==> src/rtl/weight_fifo_bank_if.sv <==
// Bus bundle for the per-lane weight FIFO bank.
//
// Transfer semantics (there is no back-pressure, so nothing here is a ready):
//   - push side: on a rising clk edge, every lane i with fifo_en[i]=1 offers
//     w_mem_rd_data lane i. It is stored if the lane has room or pops on that
//     same edge. Otherwise it is dropped and ovf_err latches.
//   - output side: w_out lane i is meaningful only while w_out_valid[i]=1.
//     It reads as 0 whenever w_out_valid[i]=0.
interface weight_fifo_bank_if #(
  parameter int FIFO_WIDTH = 16,
  parameter int DATA_WIDTH = 8
);
  logic [FIFO_WIDTH-1:0]            fifo_en;
  logic [FIFO_WIDTH*DATA_WIDTH-1:0] w_mem_rd_data;
  logic                             drain;
  logic [FIFO_WIDTH*DATA_WIDTH-1:0] w_out;
  logic [FIFO_WIDTH-1:0]            w_out_valid;
  logic [FIFO_WIDTH-1:0]            full;
  logic [FIFO_WIDTH-1:0]            empty;
  logic                             busy;
  logic                             ovf_err;
  logic                             udf_err;
  logic                             dbg_state;  // drain FSM state, 1 = DRAIN

  modport master (
    output fifo_en, w_mem_rd_data, drain,
    input  w_out, w_out_valid, full, empty, busy, ovf_err, udf_err, dbg_state
  );

  modport slave (
    input  fifo_en, w_mem_rd_data, drain,
    output w_out, w_out_valid, full, empty, busy, ovf_err, udf_err, dbg_state
  );
endinterface

==> src/rtl/weight_fifo_bank.sv <==
// Per-lane weight FIFO bank. Each lane captures one weight per fifo_en strobe.
// A drain command replays every lane into the systolic array with a diagonal
// skew: lane i starts i cycles after lane 0 and pops n times, where n is
// lane 0's occupancy when the drain was accepted.
module weight_fifo_bank #(
  parameter int FIFO_WIDTH = 16,
  parameter int FIFO_DEPTH = 16,
  parameter int DATA_WIDTH = 8
) (
  input  logic clk,
  input  logic rstn,
  weight_fifo_bank_if.slave bus
);

  localparam int PTR_WIDTH   = $clog2(FIFO_DEPTH);
  localparam int COUNT_WIDTH = PTR_WIDTH + 1;
  localparam int K_WIDTH     = $clog2(FIFO_DEPTH + FIFO_WIDTH) + 1;
  // One extra bit so that lane + n and n + FIFO_WIDTH - 2 never wrap.
  localparam int CMP_WIDTH   = K_WIDTH + 1;
  localparam logic [COUNT_WIDTH-1:0] FULL_COUNT = COUNT_WIDTH'(FIFO_DEPTH);

  typedef enum logic {
    IDLE  = 1'b0,
    DRAIN = 1'b1
  } state_t;

  state_t                   state, state_nxt;
  logic [K_WIDTH-1:0]       k, k_nxt;
  logic [COUNT_WIDTH-1:0]   n, n_nxt;
  logic [COUNT_WIDTH-1:0]   count0;
  logic [CMP_WIDTH-1:0]     k_ext, n_ext, k_last;

  logic [FIFO_WIDTH-1:0]    pop, push, pop_ok, drop, pop_empty;
  logic [FIFO_WIDTH-1:0]    full_v, empty_v, valid_v;
  logic [FIFO_WIDTH*DATA_WIDTH-1:0] w_out_v;
  logic                     ovf_q, udf_q;

  assign k_ext  = CMP_WIDTH'(k);
  assign n_ext  = CMP_WIDTH'(n);
  assign k_last = n_ext + CMP_WIDTH'(FIFO_WIDTH) - CMP_WIDTH'(2);

  // Drain FSM registers: state, skew counter and the lane-0 depth snapshot.
  always_ff @(posedge clk or negedge rstn) begin
    if (!rstn) begin
      state <= IDLE;
      k     <= '0;
      n     <= '0;
    end else begin
      state <= state_nxt;
      k     <= k_nxt;
      n     <= n_nxt;
    end
  end

  // Next-state logic; drains are only accepted from IDLE with lane 0 non-empty.
  always_comb begin
    state_nxt = state;
    k_nxt     = k;
    n_nxt     = n;
    case (state)
      IDLE: begin
        if (bus.drain && (count0 != '0)) begin
          state_nxt = DRAIN;
          k_nxt     = '0;
          n_nxt     = count0;
        end
      end
      DRAIN: begin
        k_nxt = k + K_WIDTH'(1);
        if (k_ext == k_last) state_nxt = IDLE;
      end
      default: state_nxt = IDLE;
    endcase
  end

  for (genvar i = 0; i < FIFO_WIDTH; i++) begin : g_lane
    localparam logic [CMP_WIDTH-1:0] LANE = CMP_WIDTH'(i);

    logic [DATA_WIDTH-1:0]  mem [FIFO_DEPTH];
    logic [PTR_WIDTH-1:0]   wr_ptr, rd_ptr;
    logic [COUNT_WIDTH-1:0] count;
    logic [DATA_WIDTH-1:0]  out_q;
    logic                   valid_q;

    // A full lane may still accept a push when it pops on the same edge.
    assign pop[i]       = (state == DRAIN) && (k_ext >= LANE) && (k_ext < LANE + n_ext);
    assign full_v[i]    = (count == FULL_COUNT);
    assign empty_v[i]   = (count == '0);
    assign push[i]      = bus.fifo_en[i] && (!full_v[i] || pop[i]);
    assign drop[i]      = bus.fifo_en[i] && full_v[i] && !pop[i];
    assign pop_ok[i]    = pop[i] && !empty_v[i];
    assign pop_empty[i] = pop[i] && empty_v[i];
    assign valid_v[i]   = valid_q;
    assign w_out_v[i*DATA_WIDTH +: DATA_WIDTH] = out_q;

    // Storage write port; contents are intentionally left unreset.
    always_ff @(posedge clk) begin
      if (push[i]) mem[wr_ptr] <= bus.w_mem_rd_data[i*DATA_WIDTH +: DATA_WIDTH];
    end

    // Pointers, occupancy and the registered output slot for this lane.
    always_ff @(posedge clk or negedge rstn) begin
      if (!rstn) begin
        wr_ptr  <= '0;
        rd_ptr  <= '0;
        count   <= '0;
        out_q   <= '0;
        valid_q <= 1'b0;
      end else begin
        if (push[i])   wr_ptr <= wr_ptr + PTR_WIDTH'(1);
        if (pop_ok[i]) rd_ptr <= rd_ptr + PTR_WIDTH'(1);
        case ({push[i], pop_ok[i]})
          2'b10:   count <= count + COUNT_WIDTH'(1);
          2'b01:   count <= count - COUNT_WIDTH'(1);
          default: count <= count;
        endcase
        out_q   <= pop_ok[i] ? mem[rd_ptr] : '0;
        valid_q <= pop_ok[i];
      end
    end

    if (i == 0) begin : g_count0
      assign count0 = count;
    end
  end

  // Sticky error flags, cleared only by reset.
  always_ff @(posedge clk or negedge rstn) begin
    if (!rstn) begin
      ovf_q <= 1'b0;
      udf_q <= 1'b0;
    end else begin
      if (|drop)      ovf_q <= 1'b1;
      if (|pop_empty) udf_q <= 1'b1;
    end
  end

  assign bus.w_out       = w_out_v;
  assign bus.w_out_valid = valid_v;
  assign bus.full        = full_v;
  assign bus.empty       = empty_v;
  assign bus.busy        = (state == DRAIN);
  assign bus.dbg_state   = state;
  assign bus.ovf_err     = ovf_q;
  assign bus.udf_err     = udf_q;

endmodule

==> src/flat_wrapper.sv <==
// flat-port wrapper written by rule: the top's interface ports become plain ports
module weight_fifo_bank_flat 
#(
  parameter int FIFO_WIDTH = 16,
  parameter int FIFO_DEPTH = 16,
  parameter int DATA_WIDTH = 8
)
  (clk, rstn, bus_fifo_en, bus_w_mem_rd_data, bus_drain, bus_w_out, bus_w_out_valid, bus_full, bus_empty, bus_busy, bus_ovf_err, bus_udf_err, bus_dbg_state);
  weight_fifo_bank_if #(.FIFO_WIDTH(FIFO_WIDTH), .DATA_WIDTH(DATA_WIDTH)) bus_i ();
  input  logic clk;
  input  logic rstn;
  input wire logic [$bits(bus_i.fifo_en)-1:0] bus_fifo_en;
  input wire logic [$bits(bus_i.w_mem_rd_data)-1:0] bus_w_mem_rd_data;
  input wire logic [$bits(bus_i.drain)-1:0] bus_drain;
  output wire logic [$bits(bus_i.w_out)-1:0] bus_w_out;
  output wire logic [$bits(bus_i.w_out_valid)-1:0] bus_w_out_valid;
  output wire logic [$bits(bus_i.full)-1:0] bus_full;
  output wire logic [$bits(bus_i.empty)-1:0] bus_empty;
  output wire logic [$bits(bus_i.busy)-1:0] bus_busy;
  output wire logic [$bits(bus_i.ovf_err)-1:0] bus_ovf_err;
  output wire logic [$bits(bus_i.udf_err)-1:0] bus_udf_err;
  output wire logic [$bits(bus_i.dbg_state)-1:0] bus_dbg_state;
  assign bus_i.fifo_en = bus_fifo_en;
  assign bus_i.w_mem_rd_data = bus_w_mem_rd_data;
  assign bus_i.drain = bus_drain;
  assign bus_w_out = bus_i.w_out;
  assign bus_w_out_valid = bus_i.w_out_valid;
  assign bus_full = bus_i.full;
  assign bus_empty = bus_i.empty;
  assign bus_busy = bus_i.busy;
  assign bus_ovf_err = bus_i.ovf_err;
  assign bus_udf_err = bus_i.udf_err;
  assign bus_dbg_state = bus_i.dbg_state;
  weight_fifo_bank #(.FIFO_WIDTH(FIFO_WIDTH), .FIFO_DEPTH(FIFO_DEPTH), .DATA_WIDTH(DATA_WIDTH)) u_core (.clk(clk), .rstn(rstn), .bus(bus_i));
endmodule
==> config.mk <==
export PLATFORM = sky130hd
export DESIGN_NAME = weight_fifo_bank_flat
export DESIGN_NICKNAME = d
export VERILOG_FILES = /design/src/rtl/weight_fifo_bank_if.sv /design/src/rtl/weight_fifo_bank.sv /design/src/flat_wrapper.sv
export SDC_FILE = /design/constraint.sdc
export NUM_CORES = 2
export LEC_CHECK = 0
export BUFFER_PORTS_ARGS = -buffer_cell sky130_fd_sc_hd__clkbuf_2
export CAP_MARGIN = 20
export CELL_PAD_IN_SITES_DETAIL_PLACEMENT = 1
export CELL_PAD_IN_SITES_GLOBAL_PLACEMENT = 1
export CORE_AREA = 4 4 498 450
export DETAILED_ROUTE_END_ITERATION = 8
export DIE_AREA = 0 0 502 454
export PLACE_DENSITY = 0.69
export SLEW_MARGIN = 0
export SYNTH_ARGS = -nofsm -noshare
export SYNTH_HDL_FRONTEND = slang
export SYNTH_SLANG_ARGS = --single-unit
==> constraint.sdc <==
create_clock -name clk -period 9.1 [get_ports clk]
set_clock_uncertainty 0.2 [all_clocks]
set_input_delay 0.91 -clock clk [delete_from_list [all_inputs] [get_ports clk]]
set_output_delay 0.91 -clock clk [all_outputs]
set_load 0.05 [all_outputs]
After elaboration in Yosys (flattened, before gate mapping)
Memory sizes are Yosys's and may differ from the RTL's.
Index checks and enable logic that the tools add are counted.
{ "op_classes": {"muxes": 69, "n_lt_le_gt_ge": 32, "eq_ne": 50, "n_addsub": 82, "n_reduce_logical": 213, "bitwise": 1} }
{ "op_table": {"columns": ["operator", "count"], "rows": [
  ["5-bit case mux with 2 select lines", 16],
  ["4-bit by 1-bit adder with 4-bit output, second input constant", 32],
  ["8-bit 2-to-1 mux", 16],
  ["1-bit logical AND", 113],
  ["6-bit by 7-bit < comparator with 1-bit output", 15],
  ["5-bit by 1-bit adder with 5-bit output, second input constant", 16],
  ["5-bit equality test, second input constant", 16],
  ["5-bit logical NOT", 16],
  ["5-bit by 1-bit subtractor with 5-bit output, second input constant", 16],
  ["4-bit by 5-bit adder with 6-bit output, first input constant", 8],
  ["6-bit by 4-bit >= comparator with 1-bit output, second input constant", 8],
  ["1-bit logical NOT", 48],
  ["1-bit 2-to-1 mux", 34],
  ["2-bit by 1-bit equality test with 1-bit output, second input constant", 16],
  ["2-bit equality test, second input constant", 16],
  ["2-bit nonzero test", 16],
  ["16-bit OR reduction", 2],
  ["3-bit by 5-bit adder with 6-bit output, first input constant", 4],
  ["6-bit by 3-bit >= comparator with 1-bit output, second input constant", 4],
  ["1-bit logical OR", 16],
  ["2-bit by 5-bit adder with 6-bit output, first input constant", 2],
  ["6-bit by 1-bit >= comparator with 1-bit output, second input constant", 2],
  ["6-bit by 2-bit >= comparator with 1-bit output, second input constant", 2],
  ["6-bit case mux with 2 select lines", 1],
  ["other kinds (12)", 12]
]} }
{ "totals": {"reg_bits": 366, "word_cells": 548, "mem_bits_rw": 2048, "mem_count": 16} }
{ "mem_list": {"columns": ["memory", "depth", "width", "read_ports", "rd_clocked_by_memory_dff", "write_ports", "line_no", "source"], "rows": [
  ["u_core.g_lane[0].mem", 16, 8, 1, 0, 1, "weight_fifo_bank.sv:79", "logic [DATA_WIDTH-1:0] mem [FIFO_DEPTH];"],
  ["u_core.g_lane[10].mem", 16, 8, 1, 0, 1, "weight_fifo_bank.sv:79", null],
  ["u_core.g_lane[11].mem", 16, 8, 1, 0, 1, "weight_fifo_bank.sv:79", null],
  ["u_core.g_lane[12].mem", 16, 8, 1, 0, 1, "weight_fifo_bank.sv:79", null],
  ["u_core.g_lane[13].mem", 16, 8, 1, 0, 1, "weight_fifo_bank.sv:79", null],
  ["u_core.g_lane[14].mem", 16, 8, 1, 0, 1, "weight_fifo_bank.sv:79", null],
  ["10 more memories", null, null, null, null, null, null, null]
]} }

Depth between registers and ports, before layout
{ "depth": {"depth_word": 7, "depth_mapped": 23, "ltp_nobuf": 21} }

Worst setup path before layout
Ideal clock, no wire load.
{ "synth_path": {"path_kind": "reg-to-reg", "startpoint": "register u_core.n[2]", "endpoint": "register u_core.g_lane[7].count[4]", "stages_incl_launch_ff": 21, "setup_ns": 0.125, "slack_ns": 4.499, "arrival_ns": 4.276, "n_path_buf": 3, "t_required_ns": 8.775, "synth_period_minus_slack_ns": 4.601, "path_cell_list": "dfrtp_1 > clkbuf_1 > inv_1 > ha_1 > a21oi_1 > xnor2_1 > ha_1 > a21o_1 > a211o_1 > nor4_2 > buf_2 > ha_1 > clkbuf_1 > xor2_1 > ha_1 > o21a_1 > o22a_1 > a21oi_1 > xor2_1 > nor2_1 > xor2_1"} }
{ "synth_between": {"elab_cells_between_ends": 10, "classes_between": "add/sub: 1; order compare: 1; eq/ne: 2; mux: 1; reduce/logical: 5"} }
{ "synth_lines": {"columns": ["item", "line_no", "source"], "rows": [
  ["from (decl)", "weight_fifo_bank.sv:29", "logic [COUNT_WIDTH-1:0] n, n_nxt;"],
  ["from (signal assigned)", "weight_fifo_bank.sv:51", "n <= n_nxt;"],
  ["3-bit by 5-bit adder with 6-bit output (*)", "weight_fifo_bank.sv:86", "assign pop[i] = (state == DRAIN) && (k_ext >= LANE) && (k_ext < LANE + n_ext);"],
  ["6-bit by 7-bit < comparator with 1-bit output (*)", "weight_fifo_bank.sv:86", null],
  ["1-bit logical AND (*)", "weight_fifo_bank.sv:86", null],
  ["1-bit logical AND (*)", "weight_fifo_bank.sv:91", "assign pop_ok[i] = pop[i] && !empty_v[i];"],
  ["named net u_core.pop_ok[7]", "weight_fifo_bank.sv:33", "logic [FIFO_WIDTH-1:0] pop, push, pop_ok, drop, pop_empty;"],
  ["2-bit by 1-bit equality test with 1-bit output / 2-bit equality test (equally long branches)", "weight_fifo_bank.sv:112", "case ({push[i], pop_ok[i]})"],
  ["5-bit case mux with 2 select lines / 2-bit nonzero test (equally long branches)", null, null],
  ["to (signal assigned)", "weight_fifo_bank.sv:113", "2'b10: count <= count + COUNT_WIDTH'(1);"],
  ["to (signal assigned)", "weight_fifo_bank.sv:114", "2'b01: count <= count - COUNT_WIDTH'(1);"],
  ["to (signal assigned)", "weight_fifo_bank.sv:115", "default: count <= count;"],
  ["to (decl)", "weight_fifo_bank.sv:81", "logic [COUNT_WIDTH-1:0] count;"]
]} }
Mark *: on every way through the listed nets, which the timed path passes. The rest lies on a longest branch.
A chain may end at the register's enable or synchronous reset.

Final worst setup path
{ "layout_path": {"startpoint": "register u_core.n[3]", "endpoint": "register u_core.g_lane[14].count[4]"} }
{ "layout_between": {"elab_chain_len": 7, "elab_cells_between_ends": 10, "classes_between": "add/sub: 1; order compare: 1; eq/ne: 2; mux: 1; reduce/logical: 5"} }
{ "layout_rtl": {"columns": ["item", "line_no", "source"], "rows": [
  ["4-bit by 5-bit adder with 6-bit output (*)", "weight_fifo_bank.sv:86", null],
  ["6-bit by 7-bit < comparator with 1-bit output (*)", "weight_fifo_bank.sv:86", null],
  ["1-bit logical AND (*)", "weight_fifo_bank.sv:86", null],
  ["1-bit logical OR", "weight_fifo_bank.sv:89", "assign push[i] = bus.fifo_en[i] && (!full_v[i] || pop[i]);"],
  ["1-bit logical AND", "weight_fifo_bank.sv:89", null],
  ["2-bit by 1-bit equality test with 1-bit output / 2-bit equality test (equally long branches)", "weight_fifo_bank.sv:112", null],
  ["5-bit case mux with 2 select lines / 2-bit nonzero test (equally long branches)", null, null],
  ["to (signal assigned)", "weight_fifo_bank.sv:113", null],
  ["to (signal assigned)", "weight_fifo_bank.sv:114", null],
  ["to (signal assigned)", "weight_fifo_bank.sv:115", null],
  ["to (decl)", "weight_fifo_bank.sv:81", null]
]} }
Every way passes the cells marked *; elsewhere a longest branch is shown, timed or not.

==> impl_metrics.csv <==
group,metric,value,unit
clock_tree,h-tree-depth,4,
logic_synthesis,post_synth_main_area_contributors,"sky130_fd_sc_hd__edfxtp_1 (63%), sky130_fd_sc_hd__mux4_2 (14%), sky130_fd_sc_hd__dfrtp_1 (9.3%), sky130_fd_sc_hd__ha_1 (2.8%), sky130_fd_sc_hd__xnor2_1 (1.2%)",
clock_tree,cts.root.buffer_cell,"sky130_fd_sc_hd__clkbuf_16",
global_routing,first_global_vias,51546,
power,sequential_group_share_of_total_power,0.392,
logic_synthesis,synth.distinct_cells,80,
power,power.density,353,nW/µm²
power,portion_of_total_power_attributed_to_the_clock_network,0.259,
hold_path,hold_path.class,"input port to flop",
floorplanning,core-area,219000,µm²
placed_design,dp_hpwl,150,mm
routing,drt.antenna.violating_nets,0,
clock_tree,clk_pin_slew,0.07,ns
global_routing,grt_antenna_before_repair,20,
logic_synthesis,synth_flop_cell,"sky130_fd_sc_hd__edfxtp_1",
worst_setup_path,worst_setup_path_start_kind,"flop",
status,status,"finished clean",
clock_tree,worstSkewPairLatency,0.86,ns
final_layout,fraction_of_final_layout_cells_with_drive_strength_greater_than_1,0.271,
sta,hold_viol,0,
floorplanning,floorplan.die_area,228000,µm²
final_layout,stdcell_count,8516,
logic_synthesis,yosys.cell_count.top_type,"sky130_fd_sc_hd__edfxtp_1",
floorplanning,start_util,0.448,
logic_synthesis,yosys_reg_bits,2414,
power,power_switching_share,0.342,
worst_setup_path,data_arrival_time_of_the_worst_path,5.95,ns
global_routing,global_route_wire_length_before_repair,342,mm
floorplanning,die_h,454,µm
routing,detail_route.first_pass.iterations,5,
clock_tree,tritoncts.num_buffers,239,
placed_design,placement.setup.worst_slack,3.72,ns
clock_tree,cts_buffer_depth,3,
worst_setup_path,crit_path_frequent_cell,"sky130_fd_sc_hd__ha_1",
clock_tree,cts_hold_buffers,1,
logic_synthesis,synth.net_count,5399,
sta,max-slew-margin-rel,0.250,
clock_tree,cts.sink_count,2414,
placed_design,numPlacedInstances,8045,
job,timing.max_cap.violations,0,
logic_synthesis,yosysWarnings,0,
power,comb_power_share,0.349,
sta,finalSetupViolations,0,
logic_synthesis,count_of_flip_flops_with_a_built_in_enable_after_synthesis,2048,
power,power_switching,13.4,mW
global_routing,grt.overflow.total,0,
worst_setup_path,max_stage_delay_cell_worst_path,"sky130_fd_sc_hd__dfrtp_1",
power,internal_power,25.8,mW
sta,postLayoutSetupSlackWorst,3.71,ns
sta,worst_pin_slew,1.12,ns
logic_synthesis,synth_common_cells,"sky130_fd_sc_hd__edfxtp_1 (2048), sky130_fd_sc_hd__mux4_2 (622), sky130_fd_sc_hd__dfrtp_1 (366)",
routing,wl_per_cell,26.5,µm
floorplanning,pin_count,327,
clock_tree,tritoncts,"yes",
routing,wirelength,226,mm
worst_setup_path,critPathKind,"flop to flop",
final_layout,design.final.nets,5785,
worst_setup_path,cells_along_the_critical_path,"inv_1 > ha_1 > nor2b_1 > xnor2_1 > ha_1 > and3_1 > and3_1 > nor3_1 > o21a_1 > inv_1 > ha_1 > xor2_1 > ha_1 > o21a_1 > o21ai_0 > o21bai_1 > xnor2_1 > nor2_1 > xor2_1",
final_layout,area_delta_synth_final,13.3,%
global_routing,track_usage,0.199,
routing,route.detailed.vias_per_inst,5.57,
routing,drt_iter0_markers,3603,
logic_synthesis,synthesis.instances,5023,
logic_synthesis,synth_top_area_cell,"sky130_fd_sc_hd__edfxtp_1",
logic_synthesis,async_reset_ff_frac,0.152,
routing,detail_route.drc_violations,0,
sta,rsz0062_at_grt,"false",
routing,num_vias,47459,
worst_setup_path,end_kind,"flop",
sta,totalNegativeSetupSlack,0,ns
global_routing,pin_count_of_the_biggest_net_entering_global_routing,133,
sta,min_period,5.39,ns
worst_setup_path,timing.critical_path.required,9.66,ns
logic_synthesis,synth.cell_area,98100,µm²
placed_design,place.port_buffers,326,
logic_synthesis,synth_sequential_area_ratio,0.721,
clock_tree,cts_resized,0,
floorplanning,number_of_rows_created_at_floorplan,163,
sta,clock.fmax,185,MHz
clock_tree,post_cts_repair_timing_setup_buffer_count,0,
power,ir_drop,0.191,mV
worst_setup_path,path_max_fanout,13,
logic_synthesis,syn_avg_cell_area,19.5,µm²
floorplanning,die_w,502,µm
worst_setup_path,slowest_delay,0.70,ns
sta,number_of_pins_exceeding_their_max_slew_limit_in_the_final_report,0,
placed_design,gp_congestion,0.798,
power,p_leak,38.7,nW
logic_synthesis,synth.top_cell.area_share,0.627,
final_layout,final.fill_count,19696,
sta,finalCritPeriodShare,0.593,
cells by family (layout without fill, tap and decap cells):
logic type	count (synthesis)	count (layout)	share of synthesized area
AO/OA/AOI/OAI	277	277	0.0192
XOR/XNOR	221	221	0.0199
adder cells (fa/ha/maj)	229	229	0.0297
buffers and inverters	391	987	0.0174
flip-flops	2414	2414	0.721
multiplexers	678	678	0.149
other	0	10	0
AND/OR/NAND/NOR	813	813	0.0443
worst max-delay path: cells and delay by family, from the launching register on:
kind / cells / cell delay (ns)
compound gates: 4 / 0.94
xor+xnor: 4 / 0.69
fa+ha+maj: 4 / 1.21
buf+inv: 2 / 0.42
flops: 1 / 0.70
simple gates: 5 / 1.14
flip-flops by register name (all words and copies together), names as in the netlist, 5 cells and up:
register               count
u_core.g_lane.mem       2048
u_core.k                   6
u_core.g_lane.valid_q     16
u_core.g_lane.count       75
u_core.n                   5
u_core.g_lane.rd_ptr      64
u_core.g_lane.out_q      128
u_core.g_lane.wr_ptr      64
u_core.count0              5
final timing paths:
check / end / slack (ns) / start / depth (start not counted)
max in group asynchronous: u_core.g_lane[8].rd_ptr[1] / 6.52 / rstn / 4
hold reg to reg: u_core.g_lane[9].rd_ptr[0] / 0.27 / u_core.g_lane[9].rd_ptr[0] / 1
setup reg to reg: u_core.g_lane[14].count[4] / 3.71 / u_core.n[3] / 19
hold / removal: u_core.g_lane[3].wr_ptr[3] / 0.21 / bus_fifo_en[3] / 3
setup / recovery: u_core.g_lane[14].count[4] / 3.71 / u_core.n[3] / 19
min in group asynchronous: u_core.g_lane[3].out_q[6] / 0.34 / rstn / 2
layer usage:
layer  vias up  routed length (µm)  global-route usage
met4         4                5470              0.0520
met2       968              114000               0.333
li1      20720                   -                   -
met3       314                8970              0.0287
met1     25453               97500               0.278
met5         -                  27                   0
final cells by class:
cell class	count	area, µm²	share of cell area
sequential	2414	70700	0.636
clock inverter	140	1660	0.0149
tap	2887	3610	0.0325
antenna	10	25.0	0.000225
clock buffer	311	6500	0.0585
inverter	112	420	0.00378
timing repair buffer	424	2410	0.0217
multi-input combinational	2218	25800	0.232
power by group through the flow:
stage	Combinational [mW]	Sequential [mW]	Clock, mW
floorplan	10.2	15.1	0
global placement	13.6	15.5	0
finish	13.7	15.4	10.2
global route	15.0	15.6	10.9
detailed placement	13.9	15.6	0
CTS	14.0	15.4	10.4
placed cells by master, fill, tap and decap left out, types with 106 or more instances in the layout:
cell type,count
sky130_fd_sc_hd__edfxtp_1,2048
sky130_fd_sc_hd__mux4_2,622
sky130_fd_sc_hd__dfrtp_1,344
sky130_fd_sc_hd__clkbuf_2,325
sky130_fd_sc_hd__clkbuf_16,242
sky130_fd_sc_hd__ha_1,223
sky130_fd_sc_hd__nand2_1,162
sky130_fd_sc_hd__nor2_1,158
sky130_fd_sc_hd__and2_1,141
sky130_fd_sc_hd__xnor2_1,130
sky130_fd_sc_hd__inv_1,106
stage by stage:
step	total power [mW]	hold slack [ns]	area, µm²	utilization
global route	41.5	0.155	111000	0.508
CTS	39.8	0.126	111000	0.507
floorplan	25.3	0.255	98100	-
global placement	29.1	0.255	103000	0.470
detailed placement	29.5	0.266	103000	0.470
finish	39.2	0.207	111000	0.508
(Power assumes the default switching activity.)
